$ cat src/rtl/mips_defs_pkg.sv
`default_nettype none
// ============================================================================
//  Module      : mips_defs_pkg
//  Description : Shared constants for the 5-stage MIPS pipeline: datapath
//                width, NOP encoding, HALT opcode and IF-stage FSM states.
//  Revision    : 1.0  initial release
// ============================================================================
package mips_defs_pkg;

  localparam int          NBITS       = 32;
  localparam logic [31:0] NOP         = 32'h0000_0000;
  localparam logic [5:0]  HALT_OPCODE = 6'b111111;

  // Fetch-stage run control states; 2'd3 is unreachable and recovers to IDLE
  localparam logic [1:0]  ST_IDLE     = 2'd0;
  localparam logic [1:0]  ST_RUN      = 2'd1;
  localparam logic [1:0]  ST_HALT     = 2'd2;

endpackage
`default_nettype wire

$ cat src/rtl/if_id_reg.sv
`default_nettype none
// ============================================================================
//  Module      : if_id_reg
//  Description : IF/ID pipeline register. Priority: reset, hold, flush (NOP),
//                load. The same pattern is reused for later stage registers.
//  Revision    : 1.0  initial release
// ============================================================================
module if_id_reg
  import mips_defs_pkg::*;
#(
  parameter int NBITS = 32
) (
  input  logic             i_clk,
  input  logic             i_reset,
  input  logic             i_Hold,
  input  logic             i_Flush,
  input  logic [NBITS-1:0] i_Instr,
  input  logic [NBITS-1:0] i_PC4,
  output logic [NBITS-1:0] o_Instr,
  output logic [NBITS-1:0] o_PC4
);

  logic [NBITS-1:0] instr_q;
  logic [NBITS-1:0] pc4_q;

  // Stage register: hold keeps contents, flush inserts a NOP bubble
  always_ff @(posedge i_clk) begin
    if (i_reset) begin
      instr_q <= NBITS'(NOP);
      pc4_q   <= '0;
    end else if (i_Hold) begin
      instr_q <= instr_q;
      pc4_q   <= pc4_q;
    end else if (i_Flush) begin
      instr_q <= NBITS'(NOP);
      pc4_q   <= '0;
    end else begin
      instr_q <= i_Instr;
      pc4_q   <= i_PC4;
    end
  end

  assign o_Instr = instr_q;
  assign o_PC4   = pc4_q;

endmodule
`default_nettype wire

$ cat src/rtl/pc_fetch_stage.sv
`default_nettype none
// ============================================================================
//  Module      : pc_fetch_stage
//  Description : IF stage: program counter, PC+4 adder, IF/ID register,
//                HALT detection and the debug run/step/halt FSM that gates
//                pipeline advance and counts enabled cycles.
//  Revision    : 1.0  initial release
// ============================================================================
module pc_fetch_stage
  import mips_defs_pkg::*;
#(
  parameter int         NBITS       = 32,
  parameter int         NBITS_CNT   = 32,
  parameter logic [5:0] HALT_OPCODE = 6'b111111
) (
  input  logic                 i_clk,
  input  logic                 i_reset,
  input  logic [NBITS-1:0]     i_PC_Next,
  input  logic [NBITS-1:0]     i_Instr,
  input  logic                 i_Stall,
  input  logic                 i_Flush,
  input  logic                 i_Run,
  input  logic                 i_Step,
  output logic [NBITS-1:0]     o_PC,
  output logic [NBITS-1:0]     o_PC4,
  output logic [NBITS-1:0]     o_IFID_Instr,
  output logic [NBITS-1:0]     o_IFID_PC4,
  output logic                 o_Enable,
  output logic                 o_Halted,
  output logic [NBITS_CNT-1:0] o_Cycles
);

  logic [1:0]           state_q, state_d;
  logic [NBITS-1:0]     pc_q, pc_d;
  logic [NBITS_CNT-1:0] cycles_q, cycles_d;
  logic                 enable;
  logic                 halt_fetch;
  logic                 in_halt;
  logic                 ifid_hold;
  logic                 ifid_flush;

  assign halt_fetch = (i_Instr[NBITS-1 -: 6] == HALT_OPCODE);
  assign in_halt    = (state_q == ST_HALT);
  assign o_PC4      = pc_q + NBITS'(4);
  assign o_PC       = pc_q;
  assign o_Cycles   = cycles_q;

  // FSM state register
  always_ff @(posedge i_clk) begin
    if (i_reset) state_q <= ST_IDLE;
    else         state_q <= state_d;
  end

  // FSM next state: a HALT fetched on an enabled, unstalled, unflushed
  // cycle ends the run from either IDLE (step) or RUN
  always_comb begin
    state_d = state_q;
    case (state_q)
      ST_IDLE: begin
        if (enable && !i_Stall && !i_Flush && halt_fetch) state_d = ST_HALT;
        else if (i_Run)                                   state_d = ST_RUN;
      end
      ST_RUN: begin
        if (!i_Stall && !i_Flush && halt_fetch) state_d = ST_HALT;
      end
      ST_HALT: state_d = ST_HALT;
      default: state_d = ST_IDLE;
    endcase
  end

  // FSM outputs: HALT keeps the pipeline enabled so downstream stages drain
  always_comb begin
    enable   = 1'b0;
    o_Halted = 1'b0;
    case (state_q)
      ST_IDLE: enable = i_Step | i_Run;
      ST_RUN:  enable = 1'b1;
      ST_HALT: begin
        enable   = 1'b1;
        o_Halted = 1'b1;
      end
      default: enable = 1'b0;
    endcase
  end

  assign o_Enable = enable;

  // PC next value: stall holds, flush redirects, HALT freezes the PC
  always_comb begin
    pc_d = pc_q;
    if (enable && !in_halt && !i_Stall && (i_Flush || !halt_fetch))
      pc_d = i_PC_Next;
  end

  // PC register
  always_ff @(posedge i_clk) begin
    if (i_reset) pc_q <= '0;
    else         pc_q <= pc_d;
  end

  // Enabled-cycle counter, saturating at all-ones
  always_comb begin
    cycles_d = cycles_q;
    if (enable && (cycles_q != '1))
      cycles_d = cycles_q + NBITS_CNT'(1);
  end

  // Cycle counter register
  always_ff @(posedge i_clk) begin
    if (i_reset) cycles_q <= '0;
    else         cycles_q <= cycles_d;
  end

  // IF/ID controls: stall beats flush; HALT state feeds NOPs every cycle
  assign ifid_hold  = ~enable | (~in_halt & i_Stall);
  assign ifid_flush = in_halt | i_Flush;

  if_id_reg #(
    .NBITS (NBITS)
  ) u_if_id_reg (
    .i_clk   (i_clk),
    .i_reset (i_reset),
    .i_Hold  (ifid_hold),
    .i_Flush (ifid_flush),
    .i_Instr (i_Instr),
    .i_PC4   (o_PC4),
    .o_Instr (o_IFID_Instr),
    .o_PC4   (o_IFID_PC4)
  );

endmodule
`default_nettype wire

$ cat config.mk
export PLATFORM = sky130hd
export DESIGN_NAME = pc_fetch_stage
export DESIGN_NICKNAME = d
export VERILOG_FILES = /design/src/rtl/mips_defs_pkg.sv /design/src/rtl/if_id_reg.sv /design/src/rtl/pc_fetch_stage.sv
export SDC_FILE = /design/constraint.sdc
export NUM_CORES = 1
export LEC_CHECK = 0
export ABC_AREA = 0
export CAP_MARGIN = 20
export CELL_PAD_IN_SITES_DETAIL_PLACEMENT = 0
export CELL_PAD_IN_SITES_GLOBAL_PLACEMENT = 1
export CORE_UTILIZATION = 28
export CTS_CLUSTER_DIAMETER = 120
export DETAILED_ROUTE_END_ITERATION = 10
export GPL_ROUTABILITY_DRIVEN = 0
export PLACE_DENSITY_LB_ADDON = 0.08
export SLEW_MARGIN = 20
export SYNTH_ARGS = -nofsm -noshare
export SYNTH_HDL_FRONTEND = slang
export SYNTH_SLANG_ARGS = --single-unit
$ cat constraint.sdc
create_clock -name i_clk -period 2.12 [get_ports i_clk]
set_input_delay 0.636 -clock i_clk [delete_from_list [all_inputs] [get_ports i_clk]]
set_output_delay 0.636 -clock i_clk [all_outputs]
set_load 0.05 [all_outputs]
### After elaboration in Yosys (flattened, before gate mapping)

Index checks and enable logic that the tools add are counted.
Widths: inputs -> output; s select.

| operators by class | value |
|---|---|
| eq/ne operators | 6 |
| multipliers | 0 |
| order comparisons | 0 |
| reductions and logical operators | 17 |
| bitwise gates (word level) | 6 |
| multiplexer cells | 8 |
| shift-type cells | 0 |
| $add $sub $neg | 2 |
| div/mod/pow operators | 0 |

Operators by type and width:

| kind | count |
|---|---|
| $mux 32 | 2 |
| $add 32x1->32 const B | 1 |
| $add 32x3->32 const B | 1 |
| $ne 32x32->1 const B | 1 |
| $logic_and 1x1->1 | 9 |
| $eq 6x6->1 const B | 1 |
| $mux 2 | 3 |
| $pmux 2 s3 | 1 |
| $logic_not 1->1 | 4 |
| $ne 3x3->1 const B | 1 |
| $or 1x1->1 | 3 |
| $eq 2x1->1 const B | 1 |
| $eq 2x2->1 const B | 1 |
| $logic_not 2->1 | 1 |
| $ne 2x2->1 const B | 1 |
| $not 1->1 | 2 |
| $pmux 1 s2 | 1 |
| $reduce_and 2->1 | 1 |
| $reduce_or 2->1 | 1 |
| $and 1x1->1 | 1 |
| $logic_or 1x1->1 | 1 |
| $mux 1 | 1 |

| storage, ports and cells | value |
|---|---|
| ROM bits | 0 |
| memories | 0 |
| RAM bits | 0 |
| output and inout port bits | 162 |
| word-level logic and storage cells | 44 |
| latch bits | 0 |
| register bits after elaboration | 130 |
| bits of input ports | 70 |

### Depth between registers and ports, before layout

Gate-level depths: netlist of the first run.

| depth | value |
|---|---|
| word-level depth | 8 |
| depth in mapped cells | 10 |
| gate-level depth less buffers | 8 |

### By module

A second synthesis of the first run with hierarchy kept.

| second synthesis, totals | value |
|---|---|
| cell total of the unflattened synthesis | 736 |
| area total of the unflattened synthesis | 6527.5 um^2 |

Modules (own cells, without submodules):

| module | cells each | area each (um^2) | instances |
|---|---|---|---|
| pc_fetch_stage | 451 | 3618.5 | 1 |
| if_id_reg | 285 | 2909.0 | 1 |

### Least setup slack after synthesis of the first run

No wires, ideal clock.

| path | value |
|---|---|
| kind | reg2out |
| from | reg pc_q[10] (netlist: o_PC[10]) |
| to | out o_PC4[18] |
| data required time | 1.484 ns |
| stages on the path, launching flop included | 5 |
| buffers on the path | 0 |
| arrival | 2.710 ns |
| setup slack | -1.226 ns |
| cell sequence | dfxtp_1 nand4_1 nor4_2 nand4_1 xnor2_1 |

| on the way | value |
|---|---|
| longest elaborated chain between the ends | 1 |

Ends and longest elaborated chain:

| what | line | text |
|---|---|---|
| from (decl) | pc_fetch_stage.sv:34 | `logic [NBITS-1:0] pc_q, pc_d;` |
| from (signal assigned) | pc_fetch_stage.sv:98 | `else pc_q <= pc_d;` |
| $add 32x3->32 | pc_fetch_stage.sv:44 | `assign o_PC4 = pc_q + NBITS'(4);` |
| to (decl) | pc_fetch_stage.sv:25 | `output logic [NBITS-1:0] o_PC4,` |

Every way passes these cells.

### Worst setup path after layout of the first run

| path | value |
|---|---|
| from | reg pc_q[2] (netlist: o_PC[2]) |
| to | out o_PC4[25] |

Same word-level chain as after synthesis.

==> impl_metrics.toml, run 1 <==
[worst_setup_path]
critical_path.cell_chain = "nand4_1, nor4_4, buf_6, nand4_1, xnor2_4, buf_12"
required_ns = 1.48
cp_common_cell = "nand4_1"
crit_family = "simple AND/OR/NAND/NOR gates"
crit_buf_inv = 2
crit_fanout = 9
r2r_cells = 6
r2r_start = "o_Cycles[0]"
criticalPathCategory = "flop to primary output"
slowest_stage = "dfxtp_4"
max_stage_delay_ns = 0.37
crit_arrival_ns = 2.10
reg2reg_to = "o_Cycles[26]"
reg2reg_slack_ns = -0.06
end_kind = "primary output"
critPathLaunchType = "flop"

[die]
die_w_um = 144
core-area_um2 = 19500
ios = 232
start_util = 0.287
rows = 51
dieHeight_um = 144
die_area_um2 = 20600

[clock_tree]
cts_made_buffers = 17
cts_sinks = 130
clock_latency_ns = 0.43
htree_num_levels = 4
cts_tree = "yes"
root_buffer = "clkbuf_16"
clockBufferDepth = 2
hold_buffers = 0
path_clk_slew_ns = 0.06

[synthesis]
synth_seq_cells = 130
ys_seq_area_frac = 0.464
ys_async_sr_fraction = 0
netlist_top_cells_area = "dfxtp_1 46%, nor2_1 6.8%, a22oi_1 6.2%, mux2i_1 5.9%, xnor2_1 3.1%"
synth_area_leader_cell = "dfxtp_1"
netlist_area_um2 = 5610
postSynthAreaPerCell_um2 = 9.22
yosysMostFrequentCell = "dfxtp_1"
syn_inst = 608
synth_cell_type_count = 48
synth.top_cells.by_count = "130 x dfxtp_1, 101 x nor2_1, 46 x a22oi_1"
synthFlopType = "dfxtp_1"
synth_enable_flop_cells = 0
ys_warn_count = 0
syn_nets = 684
synth_top_area_frac = 0.464

[sta]
setup_viol_count_final = 42
drv_slew = 0
hold_viol = 0
timing.final.crit_share = 1.29
fin_worst_skew_ns = 0.0155
max_freq_mhz = 366
tightest_slew_ns = 0.527
worst_slack_ns = -0.612
min_period_ns = 2.73
slew_headroom = 0.648
hold_slack_ns = 0.466
grt_setup_unrepaired = "true"

[finish]
drive_above_1_share = 0.495
layout.nets = 1046
syn_to_final_growth_pct = 102

[pwr]
power_density_nw_per_um2 = 1190
max-vdd-ir-drop_uv = 700
power.total_uw = 13500
leakage_uw = 0.00491

[detailed_routing]
ant_nets = 0
wl_per_cell_um = 17.3
vias_per_cell = 4.89
drt_wl_total_um = 21600
drtIter0Drc = 183
num_vias = 6115
drc = 0
firstDrtPassIters = 4

[grt]
grtUsageTotal = 0.199
antenna_found_initial = 2
grt_pass1_wl_um = 31400
grt_overflow = 0
grt_start_max_net_pins = 47
grt_pass1_vias = 6156

[placed_design]
hpwl_um = 14000
io_buffers = 231

[outcome]
failed_checks = "negative setup slack"
status = "complete, but fails checks"

[worst_hold_path]
holdPathEnd = "u_if_id_reg.o_PC4[27]"
whs_path_depth = 1
hold_path_class = "flop to flop"
hp-start = "u_if_id_reg.o_PC4[27]"

[job]
maxCapViolations = 0
==> placed cells by master, fill, tap and decap left out, types with 6 or more instances in the layout <==
cell type	synthesis	final
nand3_4	0	8
inv_1	13	10
o31ai_1	8	8
xnor2_4	0	18
nand2_1	24	18
nor2_1	101	98
a22oi_1	46	43
clkbuf_16	0	22
or4_1	9	6
clkdlybuf4s50_1	0	60
buf_6	0	22
o21ai_0	18	16
dfxtp_2	0	33
or3_1	14	11
and3_1	6	6
nand3_1	24	12
nor2b_1	8	7
buf_4	2	214
a21oi_2	0	10
dlygate4sd2_1	0	27
dfxtp_4	0	17
mux2i_1	33	28
dlymetal6s2s_1	0	6
a21oi_1	25	15
nand4_1	16	16
a22o_1	18	18
dfxtp_1	130	80
nor3_4	1	7
buf_12	0	42
==> repair_timing <==
item / 4_1_cts / 5_1_grt
endpoints found under the setup margin: 162 / 149
pin swaps: 31 / 50
buffers inserted: 26 / 25
resized for setup: 97 / 84
cloned: 3 / 5
==> cells by family after synthesis <==
kind of cell | Yosys count | synth area share
AND/OR/NAND/NOR | 231 | 0.214
flip-flops | 130 | 0.464
AO/OA/AOI/OAI | 124 | 0.157
buffers and inverters | 49 | 0.0357
multiplexers | 38 | 0.0690
XOR/XNOR | 30 | 0.0469
adder cells (fa/ha/maj) | 6 | 0.0134
==> stage by stage <==
step                utilization  area, um^2  TNS [ns]  instances  setup slack (ns)
floorplan                     -        6170     -9.17        608            -0.493
global placement          0.486        9490    -63.32       1161            -0.573
detailed placement        0.486        9490    -65.48       1161            -0.606
CTS                       0.549       10700    -13.45       1220            -0.671
global route              0.581       11300    -20.13       1250            -0.731
finish                    0.581       11300    -12.83       1250            -0.612
==> state kept, by name (all words and copies together) (netlist names) <==
register             count
o_Cycles                32
o_PC                    32
u_if_id_reg.o_PC4       32
u_if_id_reg.o_Instr     32
state_q                  2
==> worst max-delay path by stage <==
stage	slack (ns)	depth (start not counted)	end	from
6_report	-0.61	6	o_PC4[25]	o_PC[2]
5_1_grt	-0.73	7	o_PC4[30]	o_PC[10]
2_1_floorplan	-0.49	4	o_PC4[25]	o_PC[5]
3_3_place_gp	-0.57	8	o_PC[0]	i_Run
4_1_cts	-0.67	7	o_PC4[30]	o_PC[10]
3_5_place_dp	-0.61	6	o_Cycles[25]	i_Run
==> layout make-up <==
| cell class | instances | area (um^2) |
|---|---|---|
| Clock buffer | 22 | 497 |
| Tap cell | 265 | 332 |
| Antenna cell | 2 | 5.00 |
| Clock inverter | 10 | 143 |
| Multi-Input combinational cell | 429 | 3830 |
| Inverter | 14 | 62.6 |
| Fill cell | 1708 | 8180 |
| Timing Repair Buffer | 378 | 3770 |
| Sequential cell | 130 | 2710 |
==> metal layers <==
metal,share of wire,track usage
met5,0,0
met2,0.51,0.340
met1,0.40,0.227
met3,0.062,0.0696
met4,0.025,0.0778
==> where the power goes <==
group          switching, uW  total, uW  internal, uW
combinational           4000       7300          3290
sequential               217       3020          2810
clock                   1160       3200          2030
total                   5380      13500          8140
(Power assumes the default switching activity.)
==> inputs of run 2 (changes only) <==
--- a/config.mk
+++ b/config.mk
@@ -9,12 +9,14 @@
 export CAP_MARGIN = 20
 export CELL_PAD_IN_SITES_DETAIL_PLACEMENT = 0
 export CELL_PAD_IN_SITES_GLOBAL_PLACEMENT = 1
-export CORE_UTILIZATION = 28
+export CORE_UTILIZATION = 30
 export CTS_CLUSTER_DIAMETER = 120
 export DETAILED_ROUTE_END_ITERATION = 10
 export GPL_ROUTABILITY_DRIVEN = 0
 export PLACE_DENSITY_LB_ADDON = 0.08
+export SKIP_CTS_REPAIR_TIMING = 1
 export SLEW_MARGIN = 20
 export SYNTH_ARGS = -nofsm -noshare
 export SYNTH_HDL_FRONTEND = slang
+export SYNTH_HIERARCHICAL = 1
 export SYNTH_SLANG_ARGS = --single-unit
==> run 2 against run 1 <==
Against the previous run: the flow still finishes with violations (negative setup slack); cell area up 3.8%; clock-buffer cell count shrank 2; wire length rose by 2.6%; fmax shrank 5.2%; non-clock buffer count increased by 4; die area grew 8.5%; cell count increased by 10%; utilization shrank 2.4 points; synthesized cell count up 21%; clock power decreased by 8.1%; combinational power decreased by 2%; register-to-register slack improved by 0.12 ns; critical path type unchanged; critical endpoint is now o_PC4[28].
==> impl_metrics.toml, run 2 <==
[worst_setup_path]
critPathLaunchType = "flop"
crit_arrival_ns = 2.25
end_kind = "primary output"
reg2reg_slack_ns = 0.06
r2r_start = "o_Cycles[21]"
criticalPathCategory = "flop to primary output"
crit_fanout = 4
r2r_cells = 4
required_ns = 1.48
reg2reg_to = "o_Cycles[31]"

[synthesis]
netlist_area_um2 = 6530
synth_enable_flop_cells = 0
synthFlopType = "dfxtp_1"
syn_inst = 736
yosysMostFrequentCell = "nand2_1"
synth_area_leader_cell = "dfxtp_1"
synth_seq_cells = 130
ys_async_sr_fraction = 0
ys_seq_area_frac = 0.399
ys_warn_count = 6
synth.top_cells.by_count = "150 x nand2_1, 130 x dfxtp_1, 63 x nand2b_1"
syn_nets = 812
synth_cell_type_count = 59
synth_top_area_frac = 0.399
postSynthAreaPerCell_um2 = 8.87
netlist_top_cells_area = "dfxtp_1 40%, o22ai_2 12%, nand2_1 8.6%, nand2b_1 6.0%, a21oi_1 4.2%"

[grt]
grt_pass1_wl_um = 33200
grt_overflow = 0
grt_pass1_vias = 6295
grt_start_max_net_pins = 48
antenna_found_initial = 4
grtUsageTotal = 0.191

[die]
die_w_um = 150
die_area_um2 = 22400
core-area_um2 = 21200
rows = 53
ios = 232
dieHeight_um = 150
start_util = 0.309

[worst_hold_path]
whs_path_depth = 2
hp-start = "u_if_id_reg/o_Instr[30]"
hold_path_class = "flop to flop"
holdPathEnd = "u_if_id_reg/o_Instr[30]"

[detailed_routing]
vias_per_cell = 4.79
drtIter0Drc = 261
ant_nets = 0
wl_per_cell_um = 16.1
drt_wl_total_um = 22100
firstDrtPassIters = 4
drc = 0
num_vias = 6596

[sta]
min_period_ns = 2.88
drv_slew = 0
tightest_slew_ns = 0.517
fin_worst_skew_ns = 0.0170
setup_viol_count_final = 28
hold_slack_ns = 0.477
timing.final.crit_share = 1.36
slew_headroom = 0.655
grt_setup_unrepaired = "true"
hold_viol = 0
worst_slack_ns = -0.762
max_freq_mhz = 347

[clock_tree]
clock_latency_ns = 0.43
path_clk_slew_ns = 0.06
clockBufferDepth = 2
htree_num_levels = 4
cts_made_buffers = 17
cts_sinks = 130
root_buffer = "clkbuf_16"
cts_tree = "yes"

[finish]
final_cell_mix = "229 x buf_4, 145 x nand2_1, 88 x dfxtp_1"
final_common_cell = "buf_4"
syn_to_final_growth_pct = 80.4
drive_above_1_share = 0.466
fillers = 1866
post_layout_nonfiller_instances = 1377
layout.nets = 1162
fin_util = 0.557

[placed_design]
io_buffers = 231
hpwl_um = 16300
dp.cells = 1313

[job]
maxCapViolations = 0

[outcome]
failed_checks = "negative setup slack"
status = "complete, but fails checks"

[pwr]
p_int_uw = 7620
max-vdd-ir-drop_uv = 759
swShare = 0.422
switching_power_uw = 5560
seqPwrFrac = 0.235
clkPwrFrac = 0.223
power_density_nw_per_um2 = 1120
pwr-share-comb = 0.542
leakage_uw = 0.00512
==> run 2: layer usage <==
| layer | share of wire | up-vias | GRT usage |
|---|---|---|---|
| li1 | - | 3284 | - |
| met1 | 0.43 | 3118 | 0.233 |
| met2 | 0.50 | 170 | 0.330 |
| met3 | 0.053 | 22 | 0.0421 |
| met4 | 0.014 | 2 | 0.0648 |
| met5 | 0.00059 | - | 0 |
==> run 2: worst max-delay path, cell delays in order, from the launching register on <==
cell and delay (ns):
dfxtp_4 0.36, ha_4 0.14, nand2_2 0.06, or3_4 0.37, or2_4 0.28, nor3_1 0.26
xnor2_2 0.19, buf_12 0.17
==> run 2: how the worst max path moves through the flow <==
stage / startpoint / to / slack (ns) / cells after the start
after floorplan: o_PC[6] / o_PC4[24] / -0.44 / 5
after global placement: i_Step / o_Enable / -0.55 / 5
after detailed placement: i_Step / o_Enable / -0.57 / 5
after CTS: o_PC[2] / o_PC4[28] / -0.82 / 7
after global routing: o_PC[8] / o_PC4[29] / -0.83 / 7
final: o_PC[2] / o_PC4[28] / -0.76 / 7
==> run 2: kinds of logic (layout without fill, tap and decap cells) <==
family                     after synthesis  in the layout  share of synthesized area
xor gates and xnor gates                32             32                     0.0429
buffers and inverters                   64            427                     0.0592
adders and majority gates                6              6                     0.0115
other                                    0              3                          0
muxes                                    5              5                    0.00843
DFF                                    130            130                      0.399
and+or+nand+nor                        337            337                      0.268
AOI/OAI and AO/OA                      162            162                      0.211
==> run 2: power by group through the flow <==
stage / registers [uW] / clock network, uW / logic (uW)
6_report: 3100 / 2940 / 7140
5_1_grt: 3150 / 3120 / 7520
4_1_cts: 3080 / 3020 / 6800
3_5_place_dp: 3140 / 0 / 6790
3_3_place_gp: 3110 / 0 / 6710
2_1_floorplan: 4400 / 0 / 2810
==> run 2: layout make-up <==
cell class / count / area, um^2 / area share
Clock inverter: 12 / 118 / 0.00999
Inverter: 13 / 57.6 / 0.00489
Timing Repair Buffer: 382 / 3750 / 0.318
Antenna cell: 3 / 7.51 / 0.000637
Tap cell: 275 / 344 / 0.0292
Clock buffer: 20 / 468 / 0.0397
Sequential cell: 130 / 2710 / 0.230
Multi-Input combinational cell: 542 / 4330 / 0.367
==> run 2: through the flow <==
stage	worst slack (ns)	total power (uW)	cell area, um^2	TNS (ns)
after global routing	-0.829	13800	11800	-16.19
after CTS	-0.822	12900	11100	-21.61
final	-0.762	13200	11800	-13.89
after detailed placement	-0.568	9920	10500	-62.41
after global placement	-0.552	9820	10500	-57.79
after floorplan	-0.443	7210	7160	-12.15
